$ cat config.mk
export PLATFORM = sky130hd
export DESIGN_NAME = pc_sequencer
export DESIGN_NICKNAME = d
export VERILOG_FILES = /design/src/rtl/pc_seq_pkg.sv /design/src/rtl/pc_tick_div.sv /design/src/rtl/pc_sequencer.sv
export SDC_FILE = /design/constraint.sdc
export NUM_CORES = 1
export LEC_CHECK = 0
export ABC_AREA = 0
export BUFFER_PORTS_ARGS = -buffer_cell sky130_fd_sc_hd__buf_4
export CAP_MARGIN = 20
export CORE_MARGIN = 5
export CORE_UTILIZATION = 62
export DETAILED_ROUTE_END_ITERATION = 8
export HOLD_SLACK_MARGIN = 0.12
export PLACE_DENSITY = 0.83
export SLEW_MARGIN = 20
export SYNTH_ARGS = -nofsm -noshare
export SYNTH_HDL_FRONTEND = slang
export SYNTH_HIERARCHICAL = 1
export SYNTH_SLANG_ARGS = --single-unit
$ cat constraint.sdc
create_clock -name clk -period 8.09 [get_ports clk]
set_input_delay 0.4045 -clock clk [delete_from_list [all_inputs] [get_ports clk]]
set_output_delay 0.4045 -clock clk [all_outputs]
set_load 0.005 [all_outputs]
$ cat src/rtl/pc_seq_pkg.sv
// Shared state encoding for the program-counter sequencer.
package pc_seq_pkg;

  localparam logic [1:0] ST_IDLE     = 2'd0;
  localparam logic [1:0] ST_RUN_SLOW = 2'd1;
  localparam logic [1:0] ST_RUN_FAST = 2'd2;

  typedef enum logic [1:0] {
    IDLE     = ST_IDLE,
    RUN_SLOW = ST_RUN_SLOW,
    RUN_FAST = ST_RUN_FAST
  } pc_state_e;

endpackage

$ cat src/rtl/pc_tick_div.sv
// Rate divider: counts 0..N-1 while enabled, N selected between slow and fast terminal counts.
module pc_tick_div #(
  parameter int unsigned DVW      = 2,
  parameter int unsigned DIV_SLOW = 4,
  parameter int unsigned DIV_FAST = 2
) (
  input  logic clk,
  input  logic rst,
  input  logic i_clr,
  input  logic i_en,
  input  logic i_fast,
  output logic o_last_c
);

  logic [DVW-1:0] r_cnt;
  logic [DVW-1:0] w_last_val;

  assign w_last_val = i_fast ? DVW'(DIV_FAST - 1) : DVW'(DIV_SLOW - 1);
  assign o_last_c   = (r_cnt == w_last_val);

  // Clear wins over counting; terminal count wraps back to zero.
  always_ff @(posedge clk or posedge rst) begin
    if (rst) begin
      r_cnt <= '0;
    end else if (i_clr) begin
      r_cnt <= '0;
    end else if (i_en) begin
      r_cnt <= o_last_c ? '0 : r_cnt + DVW'(1);
    end
  end

endmodule

$ cat src/rtl/pc_sequencer.sv
// Program-counter sequencer: single-step, slow/fast timed run, load, stop, trace of previous pc.
// Optional breakpoint on timed advances when PC_SEQ_BREAKPOINT_EN is defined.
module pc_sequencer
  import pc_seq_pkg::*;
#(
  parameter int unsigned AW       = 8,
  parameter int unsigned DIV_SLOW = 50_000_000,
  parameter int unsigned DIV_FAST = 500_000
) (
  input  logic          clk,
  input  logic          rst,
  input  logic          next_i,
  input  logic          run_i,
  input  logic          speedrun_i,
  input  logic          stop_i,
  input  logic          load_i,
  input  logic [AW-1:0] load_val,
  input  logic [AW-1:0] step,
  output logic [AW-1:0] pc_o,
  output logic [AW-1:0] prev_o,
  output logic          running_o,
  output logic          fast_o,
  output logic          tick_o
`ifdef PC_SEQ_BREAKPOINT_EN
  ,
  input  logic          bp_en,
  input  logic [AW-1:0] bp_addr,
  output logic          bp_hit_o
`endif
);

  localparam int unsigned DVW = $clog2(DIV_SLOW);

  pc_state_e     r_state, w_state_nxt;
  logic          r_running, r_fast, r_tick;
  logic [AW-1:0] r_pc, r_prev;
  logic [AW-1:0] w_pc_nxt, w_prev_nxt, w_adv;
  logic          w_tick_nxt;
  logic          r_next_d, r_run_d, r_speed_d, r_stop_d;
  logic          w_next_edge, w_run_edge, w_speed_edge, w_stop_edge;
  logic          w_div_clr, w_div_en, w_div_last;
  logic          w_step_adv, w_timed_adv, w_bp_trig;

  // Delay flops reset high so a control held through reset release does not fire.
  always_ff @(posedge clk or posedge rst) begin
    if (rst) begin
      r_next_d  <= 1'b1;
      r_run_d   <= 1'b1;
      r_speed_d <= 1'b1;
      r_stop_d  <= 1'b1;
    end else begin
      r_next_d  <= next_i;
      r_run_d   <= run_i;
      r_speed_d <= speedrun_i;
      r_stop_d  <= stop_i;
    end
  end

  assign w_next_edge  = next_i & ~r_next_d;
  assign w_run_edge   = run_i & ~r_run_d;
  assign w_speed_edge = speedrun_i & ~r_speed_d;
  assign w_stop_edge  = stop_i & ~r_stop_d;

  assign w_adv       = r_pc + step;
  assign w_div_clr   = load_i | w_stop_edge | w_speed_edge | w_run_edge;
  assign w_div_en    = (r_state != IDLE) & ~w_div_clr;
  assign w_step_adv  = ~load_i & ~w_stop_edge & w_next_edge & (r_state == IDLE);
  assign w_timed_adv = w_div_en & w_div_last;

`ifdef PC_SEQ_BREAKPOINT_EN
  assign w_bp_trig = bp_en & (w_adv == bp_addr);
`else
  assign w_bp_trig = 1'b0;
`endif

  pc_tick_div #(
    .DVW      (DVW),
    .DIV_SLOW (DIV_SLOW),
    .DIV_FAST (DIV_FAST)
  ) u_div (
    .clk      (clk),
    .rst      (rst),
    .i_clr    (w_div_clr),
    .i_en     (w_div_en),
    .i_fast   (r_state == RUN_FAST),
    .o_last_c (w_div_last)
  );

  // State register; status outputs registered from the next state.
  always_ff @(posedge clk or posedge rst) begin
    if (rst) begin
      r_state   <= IDLE;
      r_running <= 1'b0;
      r_fast    <= 1'b0;
    end else begin
      r_state   <= w_state_nxt;
      r_running <= (w_state_nxt != IDLE);
      r_fast    <= (w_state_nxt == RUN_FAST);
    end
  end

  // Next state: load > stop > step > speedrun > run > timed advance (breakpoint).
  always_comb begin
    w_state_nxt = r_state;
    if (load_i)                      w_state_nxt = r_state;
    else if (w_stop_edge)            w_state_nxt = IDLE;
    else if (w_step_adv)             w_state_nxt = IDLE;
    else if (w_speed_edge)           w_state_nxt = RUN_FAST;
    else if (w_run_edge)             w_state_nxt = RUN_SLOW;
    else if (w_timed_adv && w_bp_trig) w_state_nxt = IDLE;
  end

  // Datapath next values.
  always_comb begin
    w_pc_nxt   = r_pc;
    w_prev_nxt = r_prev;
    w_tick_nxt = 1'b0;
    if (load_i) begin
      w_pc_nxt   = load_val;
      w_prev_nxt = r_pc;
    end else if (w_step_adv || w_timed_adv) begin
      w_pc_nxt   = w_adv;
      w_prev_nxt = r_pc;
      w_tick_nxt = 1'b1;
    end
  end

  always_ff @(posedge clk or posedge rst) begin
    if (rst) begin
      r_pc   <= '0;
      r_prev <= '0;
      r_tick <= 1'b0;
    end else begin
      r_pc   <= w_pc_nxt;
      r_prev <= w_prev_nxt;
      r_tick <= w_tick_nxt;
    end
  end

`ifdef PC_SEQ_BREAKPOINT_EN
  logic r_bp_hit;
  always_ff @(posedge clk or posedge rst) begin
    if (rst) r_bp_hit <= 1'b0;
    else     r_bp_hit <= w_timed_adv & w_bp_trig;
  end
  assign bp_hit_o = r_bp_hit;
`endif

  assign pc_o      = r_pc;
  assign prev_o    = r_prev;
  assign running_o = r_running;
  assign fast_o    = r_fast;
  assign tick_o    = r_tick;

endmodule

==> summary.txt, run 1 <==
status - finished clean
Seq. cell area - 1280 µm²
Clk Latency, worst-skew pair - 0.30 ns
CTS clk-pin slew, worst paths - 0.09 ns
CP Launch Type - register
worst-margin pin slew - 0.923 ns
Critical Path End Type - register
Mapped Nets - 326
clock sinks - 51
grt met2 use - 37.0%
Max Clk Rate - 295 MHz
fin crit share - 41.9%
most common cell after layout, fill and taps aside - dfrtp_1
root buf cell - clkbuf_8
initial antenna violation count - 0
Die Ht - 79.2 µm
Max-cap violations - 0
post-detailed-route count of antenna-violating nets - 0
first drt pass iteration count - 4
initial drt markers - 128
Hold WC Path Type - in -> async
PortBufs - 41
Finished Layout Cells - 387
largest net degree at the start of global routing - 33
# setup viols final - 0
GRT Max-Usage Layer - met2
final non-filler cell area - 3380 µm²
Post-synth EDFFs - 0
# rows - 25
Initial Util - 63.4%
Final min period - 3.39 ns
Die ar. - 6280 µm²
post-placement cell area - 3290 µm²
pre-CTS setup slack - 4.69 ns
met3 GRT Util - 3.74%
Resized cells post-CTS - 0
layout net count - 364
Placer Congestion - 0.852
first-pass GRT wire length - 11200 µm
Syn-to-layout area delta - 13.8%
Fillers - 362
Synth Instances - 294
most frequent cells in the layout - 47 x dfrtp_1, 43 x buf_4, 19 x o21ai_0
met1 usage - 29.3%
DP Cell Count - 379
Slew headroom - 38.1%
share of post-route cells with drive strength above 1 - 23.1%
prevailing post-synth register cell - dfrtp_1
R2R Setup Slk - 4.70 ns
Total Power Consumption - 0.525 mW
Fin. Hold Viols - 0
power density over cell area - 155 nW/µm²
maximum clock insertion buffer count - 2
Static Leak - 1.37 nW
Netlist cell types - 58
Multi-input gate area - 1570 µm²
Diodes inserted - 0
Via density - 6.22
core region area - 4690 µm²
register area share after synthesis - 43.1%
Num CTS Buffers - 5
fin. max-slew vios - 0
Avg WL per Cell - 16.6 µm
residual DRC count - 0
setup repair after global routing missed its margin - no
GR Overflow Total - 0
hold buffer count at CTS - 0
H-tree level count - 2
final wirelength - 6430 µm
Die X - 79.2 µm
final setup TNS - 0 ns
clk_skew - 0.00480 ns
number of top-level pins - 42
Mapped Area - 2970 µm²
worst setup margin - 4.70 ns
WP data required - 8.31 ns
warnings from Yosys - 6
IR drop worst, VDD - 91.9 µV
synthesized area per cell - 10.1 µm²
number of global-route vias before repair - 2394
WS Path Type - reg -> reg
CP Max Fanout - 32
CP arrival - 3.61 ns
register bit count reported by yosys - 51
routed via count - 2407
overall routing resource usage - 21.9%
Post-synth ARST share - 100%
Post-CTS Setup Bufs - 0
dpl hpwl - 4670 µm
TritonCTS clock tree - yes
cells in the mapped netlist, types with 10 or more instances:
library cell | instances | area (µm²)
nor3_1 | 14 | 70.1
xnor2_1 | 12 | 105
inv_1 | 12 | 45.0
o21ai_0 | 19 | 95.1
or3_1 | 10 | 62.6
dfrtp_1 | 47 | 1180
a21oi_1 | 10 | 50.1
a211oi_1 | 15 | 113
nand2_1 | 18 | 67.6
nor2_1 | 10 | 37.5
nand3_1 | 10 | 50.1
layout make-up:
cell class | count | share of cell area (%)
multi-input combinational | 218 | 46.5
sequential | 51 | 37.9
timing repair buffer | 43 | 9.54
clock buffer | 5 | 2.03
tap | 54 | 2.00
inverter | 13 | 1.44
clock inverter | 3 | 0.592
state kept, by name (all words and copies together) (netlist names):
name and flops:
fast_o 1, pc_o 8, prev_o 8, r_next_d 1, r_run_d 1, r_speed_d 1
r_state 2, r_stop_d 1, running_o 1, tick_o 1, u_div/r_cnt 26
stage by stage:
| step | hold WS (ns) | util (%) |
|---|---|---|
| 3_3_place_gp | 0.489 | 70.2 |
| 5_1_grt | 0.185 | 72.1 |
| 2_1_floorplan | 0.409 | - |
| 4_1_cts | 0.198 | 72.1 |
| 3_5_place_dp | 0.494 | 70.2 |
| 6_report | 0.196 | 72.1 |
worst max-delay path, cell delays in order, from the launching register on:
cell      delay, ns
dfstp_2        0.52
inv_1          0.03
a21oi_1        0.24
nand3_1        0.12
buf_4          0.25
nor2_1         0.37
o211ai_1       0.25
or4_1          0.73
or4_1          0.55
a211oi_1       0.23
power breakdown:
part	total (mW)	leakage (nW)	internal [mW]	switching [mW]
Combinational	0.0991	0.664	0.0511	0.0480
Sequential	0.281	0.666	0.270	0.0106
Clock	0.146	0.0402	0.0603	0.0852
layer usage:
metal,up-vias,part of all wire [%]
met5,-,0
li1,1183,-
met3,4,4.9
met1,1161,46
met2,59,49
met4,0,0.45
cells by family (layout without fill, tap and decap cells):
kind of cell / count (synthesis) / in the layout / synth area share [%]
compound gates: 66 / 66 / 15.0
xor+xnor: 15 / 15 / 4.42
flops: 51 / 51 / 43.1
buf+inv: 25 / 64 / 3.96
simple gates: 116 / 116 / 25.1
mux: 12 / 12 / 4.42
fa+ha+maj: 9 / 9 / 4.04
worst paths after layout:
path | depth (start not counted) | end | from
setup / recovery | 9 | u_div/r_cnt[25]$_DFFE_PP0P_ | r_stop_d$_DFF_PP1_
hold / removal | 2 | u_div/r_cnt[1]$_DFFE_PP0P_ | rst
setup reg to reg | 9 | u_div/r_cnt[25]$_DFFE_PP0P_ | r_stop_d$_DFF_PP1_
hold reg to reg | 1 | prev_o[6]$_DFFE_PP0P_ | prev_o[6]$_DFFE_PP0P_
max in group asynchronous | 2 | prev_o[0]$_DFFE_PP0P_ | rst
min in group clk | 1 | r_next_d$_DFF_PP1_ | next_i
Note: power is estimated with default switching activity, not from simulation.
==> inputs of run 2 (changes only) <==
--- a/config.mk
+++ b/config.mk
@@ -9,10 +9,10 @@
 export BUFFER_PORTS_ARGS = -buffer_cell sky130_fd_sc_hd__buf_4
 export CAP_MARGIN = 20
 export CORE_MARGIN = 5
-export CORE_UTILIZATION = 62
+export CORE_UTILIZATION = 57
 export DETAILED_ROUTE_END_ITERATION = 8
 export HOLD_SLACK_MARGIN = 0.12
-export PLACE_DENSITY = 0.83
+export PLACE_DENSITY = 0.77
 export SLEW_MARGIN = 20
 export SYNTH_ARGS = -nofsm -noshare
 export SYNTH_HDL_FRONTEND = slang
==> constraint.sdc (replaced) <==
create_clock -name clk -period 3.53 [get_ports clk]
set_input_delay 0.1765 -clock clk [delete_from_list [all_inputs] [get_ports clk]]
set_output_delay 0.1765 -clock clk [all_outputs]
set_load 0.005 [all_outputs]
==> run 2 against run 1 <==
Effect of this change: utilization shrank 1.5 points; sequential share of layout area shrank 2.1 points; clock-buffer cell count grew 1; largest cell class unchanged; power grew 150%; non-clock buffer count grew 17; cell count grew 8.5%; register-to-register slack lost 4.2 ns; final area grew 6.0%; worst setup slack lost 4.2 ns; critical endpoint is now pc_o[7]$_DFFE_PP0P_; clock skew grew 0.0077 ns; clock power grew to 2.8 times the previous value.
==> summary.txt, run 2 (synthesis gave the netlist of run 1 again) <==
status - finished clean (unchanged)
power density over cell area - 361 nW/µm² (was 155 nW/µm²)
H-tree level count - 2 (unchanged)
Final min period - 3.07 ns (was 3.39 ns)
Finished Layout Cells - 420 (was 387)
maximum clock insertion buffer count - 2 (unchanged)
first drt pass iteration count - 4 (unchanged)
residual DRC count - 0 (unchanged)
initial antenna violation count - 0 (unchanged)
IR drop worst, VDD - 210 µV (was 91.9 µV)
final setup TNS - 0 ns (unchanged)
Fin. Hold Viols - 0 (unchanged)
PortBufs - 41 (unchanged)
Seq. cell area - 1280 µm² (unchanged)
Die X - 82.2 µm (was 79.2 µm)
DP Cell Count - 399 (was 379)
# setup viols final - 0 (unchanged)
Num CTS Buffers - 5 (unchanged)
Critical Path End Type - register (unchanged)
Slew headroom - 37.6% (was 38.1%)
WP data required - 3.73 ns (was 8.31 ns)
CP Launch Type - register (unchanged)
initial drt markers - 152 (was 128)
clock sinks - 51 (unchanged)
Multi-input gate area - 1570 µm² (unchanged)
core region area - 5070 µm² (was 4690 µm²)
Clk Latency, worst-skew pair - 0.31 ns (was 0.30 ns)
Die ar. - 6760 µm² (was 6280 µm²)
R2R Setup Slk - 0.46 ns (was 4.70 ns)
Via density - 5.92 (was 6.22)
layout net count - 381 (was 364)
CP arrival - 3.27 ns (was 3.61 ns)
Avg WL per Cell - 16.3 µm (was 16.6 µm)
number of global-route vias before repair - 2411 (was 2394)
largest net degree at the start of global routing - 32 (was 33)
max reg flops - 26 (unchanged)
CP Max Fanout - 12 (was 32)
worst setup margin - 0.458 ns (was 4.70 ns)
Total Power Consumption - 1.29 mW (was 0.525 mW)
Placer Congestion - 0.800 (was 0.852)
TritonCTS clock tree - yes (unchanged)
hold path startpoint - load_i
reg2reg path depth - 9 (unchanged)
Post-CTS Setup Bufs - 0 (unchanged)
reg2reg start - r_state[1]$_DFF_PP0_ (was r_stop_d$_DFF_PP1_)
CTS clk-pin slew, worst paths - 0.10 ns (was 0.09 ns)
Hold Path Stages - 3
Hold WC Path Type - in -> reg (was in -> async)
root buf cell - clkbuf_8 (unchanged)
worst hold slack - 0.219 ns (was 0.196 ns)
dpl hpwl - 4770 µm (was 4670 µm)
first-pass GRT wire length - 11700 µm (was 11200 µm)
Syn-to-layout area delta - 20.6% (was 13.8%)
post-placement cell area - 3340 µm² (was 3290 µm²)
post-detailed-route count of antenna-violating nets - 0 (unchanged)
setup repair after global routing missed its margin - no (unchanged)
r2r endpoint - pc_o[7]$_DFFE_PP0P_ (was u_div/r_cnt[25]$_DFFE_PP0P_)
WS Path Type - reg -> reg (unchanged)
worst-margin pin slew - 0.930 ns (was 0.923 ns)
final wirelength - 6840 µm (was 6430 µm)
Initial Util - 58.6% (was 63.4%)
fin. max-slew vios - 0 (unchanged)
Max-cap violations - 0 (unchanged)
final non-filler cell area - 3580 µm² (was 3380 µm²)
Largest Register - u_div/r_cnt (unchanged)
Fillers - 380 (was 362)
most frequent cells in the layout - 47 x dfrtp_1, 47 x buf_4, 19 x o21ai_0 (was 47 x dfrtp_1, 43 x buf_4, 19 x o21ai_0)
Diodes inserted - 0 (unchanged)
share of post-route cells with drive strength above 1 - 22.9% (was 23.1%)
pre-CTS setup slack - 0.454 ns (was 4.69 ns)
Max Clk Rate - 326 MHz (was 295 MHz)
number of top-level pins - 42 (unchanged)
Die Ht - 82.2 µm (was 79.2 µm)
Final Util - 70.6% (was 72.1%)
clk_skew - 0.0125 ns (was 0.00480 ns)
fin crit share - 87.0% (was 41.9%)
overall routing resource usage - 22.2% (was 21.9%)
WHS Endpoint - pc_o[7]$_DFFE_PP0P_
routed via count - 2485 (was 2407)
Static Leak - 1.45 nW (was 1.37 nW)
GR Overflow Total - 0 (unchanged)
# rows - 26 (was 25)
## run 2: area by class of cell
cell class	instances	area share, %
clock buffers	6	2.02
clock inverters	2	1.05
well taps	70	2.44
inverters	13	1.36
repair buffers	60	13.5
flip-flops and latches	51	35.7
multi-input cells	218	43.9
## run 2: routing by layer
layer	vias to the layer above	share of wire [%]	GRT usage (%)
li1	1213	-	-
met1	1183	46	29.4
met2	75	47	36.4
met3	14	5.0	4.34
met4	0	2.1	7.14
met5	-	0	0
## run 2: timing repair
action | CTS | global route
gates resized for setup | 0 | 0
setup endpoints to repair | 0 | 0
hold buffers | 12 | 1
hold endpoints to repair | 12 | 47
## run 2: how the worst max path moves through the flow
| stage | startpoint | end | slack (ns) | cells past startpoint |
|---|---|---|---|---|
| after floorplan | r_state[0]$_DFF_PP0_ | pc_o[3]$_DFFE_PP0P_ | 0.69 | 10 |
| after global placement | r_state[0]$_DFF_PP0_ | pc_o[7]$_DFFE_PP0P_ | 0.53 | 9 |
| after detailed placement | r_state[0]$_DFF_PP0_ | pc_o[7]$_DFFE_PP0P_ | 0.45 | 9 |
| after CTS | r_state[0]$_DFF_PP0_ | pc_o[7]$_DFFE_PP0P_ | 0.44 | 9 |
| after global routing | r_state[0]$_DFF_PP0_ | pc_o[7]$_DFFE_PP0P_ | 0.22 | 9 |
| final | r_state[1]$_DFF_PP0_ | pc_o[7]$_DFFE_PP0P_ | 0.46 | 9 |
## run 2: worst max-delay path, stage by stage, from the launching register on
cell and delay [ns]:
dfrtp_1 0.43, and2b_1 0.23, or4b_1 0.48, or4_4 0.55, a211oi_1 0.27, nor4b_4 0.24, o21ai_2 0.22, nor4b_4 0.34
xnor2_1 0.14, o21ai_1 0.07
## run 2: power by group
group / internal (mW) / leakage, nW / switching [mW]
clock network: 0.212 / 0.0514 / 0.191
registers: 0.619 / 0.666 / 0.0263
logic: 0.128 / 0.734 / 0.117
total: 0.958 / 1.45 / 0.335
==> inputs of run 3 (changes only) <==
--- a/config.mk
+++ b/config.mk
@@ -16,5 +16,4 @@
 export SLEW_MARGIN = 20
 export SYNTH_ARGS = -nofsm -noshare
 export SYNTH_HDL_FRONTEND = slang
-export SYNTH_HIERARCHICAL = 1
 export SYNTH_SLANG_ARGS = --single-unit
==> run 3 against run 2 <==
Effect of this change: clock-buffer cell count did not move; largest cell class unchanged; register-to-register slack improved by 0.58 ns; die area fell by 1.2%; non-clock buffer count fell by 6; critical endpoint is now prev_o[5]$_DFFE_PP0P_; sequential power rose by 2%; fmax rose by 22%; first-iteration DRC count fell by 15%; global-route usage fell by 0.35 points.
==> summary.txt, run 3 <==
Mapped Nets - 329 (was 326)
Final Util - 68.7% (was 70.6%)
met1 usage - 30.1% (was 29.4%)
Synth Instances - 297 (was 294)
grt met2 use - 36.0% (was 36.4%)
post-placement cell area - 3280 µm² (was 3340 µm²)
CP Max Fanout - 17 (was 12)
number of top-level pins - 42 (unchanged)
Mapped Area - 2930 µm² (was 2970 µm²)
fin. max-slew vios - 0 (unchanged)
register area share after synthesis - 43.7% (was 43.1%)
PortBufs - 41 (unchanged)
Initial Util - 58.2% (was 58.6%)
layout net count - 378 (was 381)
dominant cell type by area after synthesis - dfrtp_1 (unchanged)
Diodes inserted - 0 (unchanged)
final wirelength - 6380 µm (was 6840 µm)
initial antenna violation count - 0 (unchanged)
Finished Layout Cells - 417 (was 420)
Max Clk Rate - 398 MHz (was 326 MHz)
Post-CTS Setup Bufs - 0 (unchanged)
Static Leak - 1.54 nW (was 1.45 nW)
worst path cell trace - dlygate4sd3_1, buf_4, nor2b_1, or4_1, nor2_1, a21o_1, nor2_8, mux2_4 (was and2b_1, or4b_1, or4_4, a211oi_1, nor4b_4, o21ai_2, nor4b_4, xnor2_1, o21ai_1)
most frequent cells in the layout - 47 x dfrtp_1, 44 x buf_4, 24 x nand2_1 (was 47 x dfrtp_1, 47 x buf_4, 19 x o21ai_0)
most common cell after layout, fill and taps aside - dfrtp_1
setup repair after global routing missed its margin - no (unchanged)
worst-margin pin slew - 0.609 ns (was 0.930 ns)
IR drop worst, VDD - 315 µV (was 210 µV)
max reg flops - 26 (unchanged)
Placer Congestion - 0.815 (was 0.800)
worst setup margin - 1.02 ns (was 0.458 ns)
CP delay by family, top - simple AND/OR/NAND/NOR gates (unchanged)
Hold WC Path Type - in -> reg (unchanged)
Slew headroom - 59.4% (was 37.6%)
GRT Max-Usage Layer - met2 (unchanged)
power density over cell area - 367 nW/µm² (was 361 nW/µm²)
Die Ht - 81.7 µm (was 82.2 µm)
Clk Latency, worst-skew pair - 0.30 ns (was 0.31 ns)
main area contributors after synthesis - dfrtp_1 40%, mux2_4 4.1%, dfstp_2 3.6% (was dfrtp_1 40%, a211oi_1 3.8%, dfstp_2 3.5%)
Total Power Consumption - 1.27 mW (was 1.29 mW)
DP Cell Count - 399 (unchanged)
slowest stage delay, CP - 0.53 ns (was 0.55 ns)
dpl hpwl - 4510 µm (was 4770 µm)
Num CTS Buffers - 5 (unchanged)
register bit count reported by yosys - 51 (unchanged)
prevailing post-synth register cell - dfrtp_1 (unchanged)
overall routing resource usage - 21.8% (was 22.2%)
met3 GRT Util - 4.06% (was 4.34%)
Largest Register - u_div.r_cnt (was u_div/r_cnt)
core region area - 5040 µm² (was 5070 µm²)
Resized cells post-CTS - 0 (unchanged)
Die X - 81.7 µm (was 82.2 µm)
WP data required - 3.72 ns (was 3.73 ns)
post-detailed-route count of antenna-violating nets - 0 (unchanged)
slowest stage cell, crit path - dlygate4sd3_1 (was or4_4)
GR Overflow Total - 0 (unchanged)
final non-filler cell area - 3470 µm² (was 3580 µm²)
Critical Path End Type - register (unchanged)
Multi-input gate area - 1520 µm² (was 1570 µm²)
Fillers - 398 (was 380)
Avg WL per Cell - 15.3 µm (was 16.3 µm)
CTS clk-pin slew, worst paths - 0.09 ns (was 0.10 ns)
WS Path Type - in -> reg (was reg -> reg)
first drt pass iteration count - 4 (unchanged)
residual DRC count - 0 (unchanged)
final setup TNS - 0 ns (unchanged)
worst path buffer plus inverter count - 2 (was 0)
# setup viols final - 0 (unchanged)
warnings from Yosys - 0 (was 6)
TritonCTS clock tree - yes (unchanged)
share of post-route cells with drive strength above 1 - 20.5% (was 22.9%)
number of global-route vias before repair - 2389 (was 2411)
pre-CTS setup slack - 1.06 ns (was 0.454 ns)
Seq. cell area - 1280 µm² (unchanged)
synthesized area per cell - 9.87 µm² (was 10.1 µm²)
root buf cell - clkbuf_8 (unchanged)
first-pass GRT wire length - 11400 µm (was 11700 µm)
clock sinks - 51 (unchanged)
Via density - 5.78 (was 5.92)
count leader, synth - dfrtp_1 (unchanged)
hold buffer count at CTS - 10 (was 12)
CP arrival - 2.70 ns (was 3.27 ns)
Syn-to-layout area delta - 18.2% (was 20.6%)
routed via count - 2409 (was 2485)
Die ar. - 6680 µm² (was 6760 µm²)
H-tree level count - 2 (unchanged)
clk_skew - 0.00507 ns (was 0.0125 ns)
Final min period - 2.51 ns (was 3.07 ns)
initial drt markers - 129 (was 152)
Post-synth ARST share - 100% (unchanged)
Netlist cell types - 59 (was 58)
# rows - 26 (unchanged)
largest net degree at the start of global routing - 33 (was 32)
status - finished clean (unchanged)
fin crit share - 71.2% (was 87.0%)
post-synth top area share - 40.1% (was 39.6%)
maximum clock insertion buffer count - 2 (unchanged)
CP Launch Type - input pin (was register)
Max-cap violations - 0 (unchanged)
Post-synth EDFFs - 0 (unchanged)
Post-synth top cells - 47 x dfrtp_1, 24 x nand2_1, 21 x o21ai_0, 16 x inv_1, 14 x nor2_1 (was 47 x dfrtp_1, 19 x o21ai_0, 18 x nand2_1, 15 x a211oi_1, 14 x nor3_1)
worst hold slack - 0.135 ns (was 0.219 ns)
Fin. Hold Viols - 0 (unchanged)
[run 3: power by group]
part | leakage, nW | internal, mW | switching, mW
registers | 0.662 | 0.625 | 0.0350
logic | 0.840 | 0.156 | 0.129
clock network | 0.0412 | 0.139 | 0.186
[run 3: per-layer routing]
metal | share of wire, % | vias up
li1 | - | 1180
met1 | 46 | 1172
met3 | 4.1 | 4
met2 | 49 | 53
met4 | 0.75 | 0
met5 | 0 | -
[run 3: path summary, 6_finish.rpt]
| path | start | endpoint | slack, ns | cells past startpoint |
|---|---|---|---|---|
| setup / recovery | stop_i | prev_o[5]$_DFFE_PP0P_ | 1.02 | 8 |
| hold / removal | load_val[7] | pc_o[7]$_DFFE_PP0P_ | 0.14 | 3 |
| setup reg to reg | u_div.r_cnt[7]$_DFFE_PP0P_ | prev_o[5]$_DFFE_PP0P_ | 1.04 | 6 |
| hold reg to reg | prev_o[6]$_DFFE_PP0P_ | prev_o[6]$_DFFE_PP0P_ | 0.52 | 1 |
| max in group asynchronous | rst | r_speed_d$_DFF_PP1_ | 2.32 | 4 |
| min in group asynchronous | rst | prev_o[3]$_DFFE_PP0P_ | 0.44 | 3 |
[run 3: final cells by class]
cell class | instances | share of cell area (%)
clock buffers | 6 | 2.09
repair buffers | 54 | 12.4
inverters | 16 | 1.73
multi-input cells | 218 | 43.9
flip-flops and latches | 51 | 37.0
well taps | 70 | 2.53
clock inverters | 2 | 0.361
[run 3: cell families (layout without fill, tap and decap cells)]
kind of cell,after synthesis,after routing,share of synthesized area (%)
AO/OA/AOI/OAI,67,67,15.1
XOR/XNOR,9,9,2.69
adder cells (fa/ha/maj),9,9,4.10
buffers and inverters,28,78,4.44
flip-flops,51,51,43.7
multiplexers,10,10,4.78
AND/OR/NAND/NOR,123,123,25.3
[run 3: tightest hold or removal path, cell delays in order]
cell and delay, ns:
buf_4 0.08, nand2_1 0.05, o2111ai_1 0.09
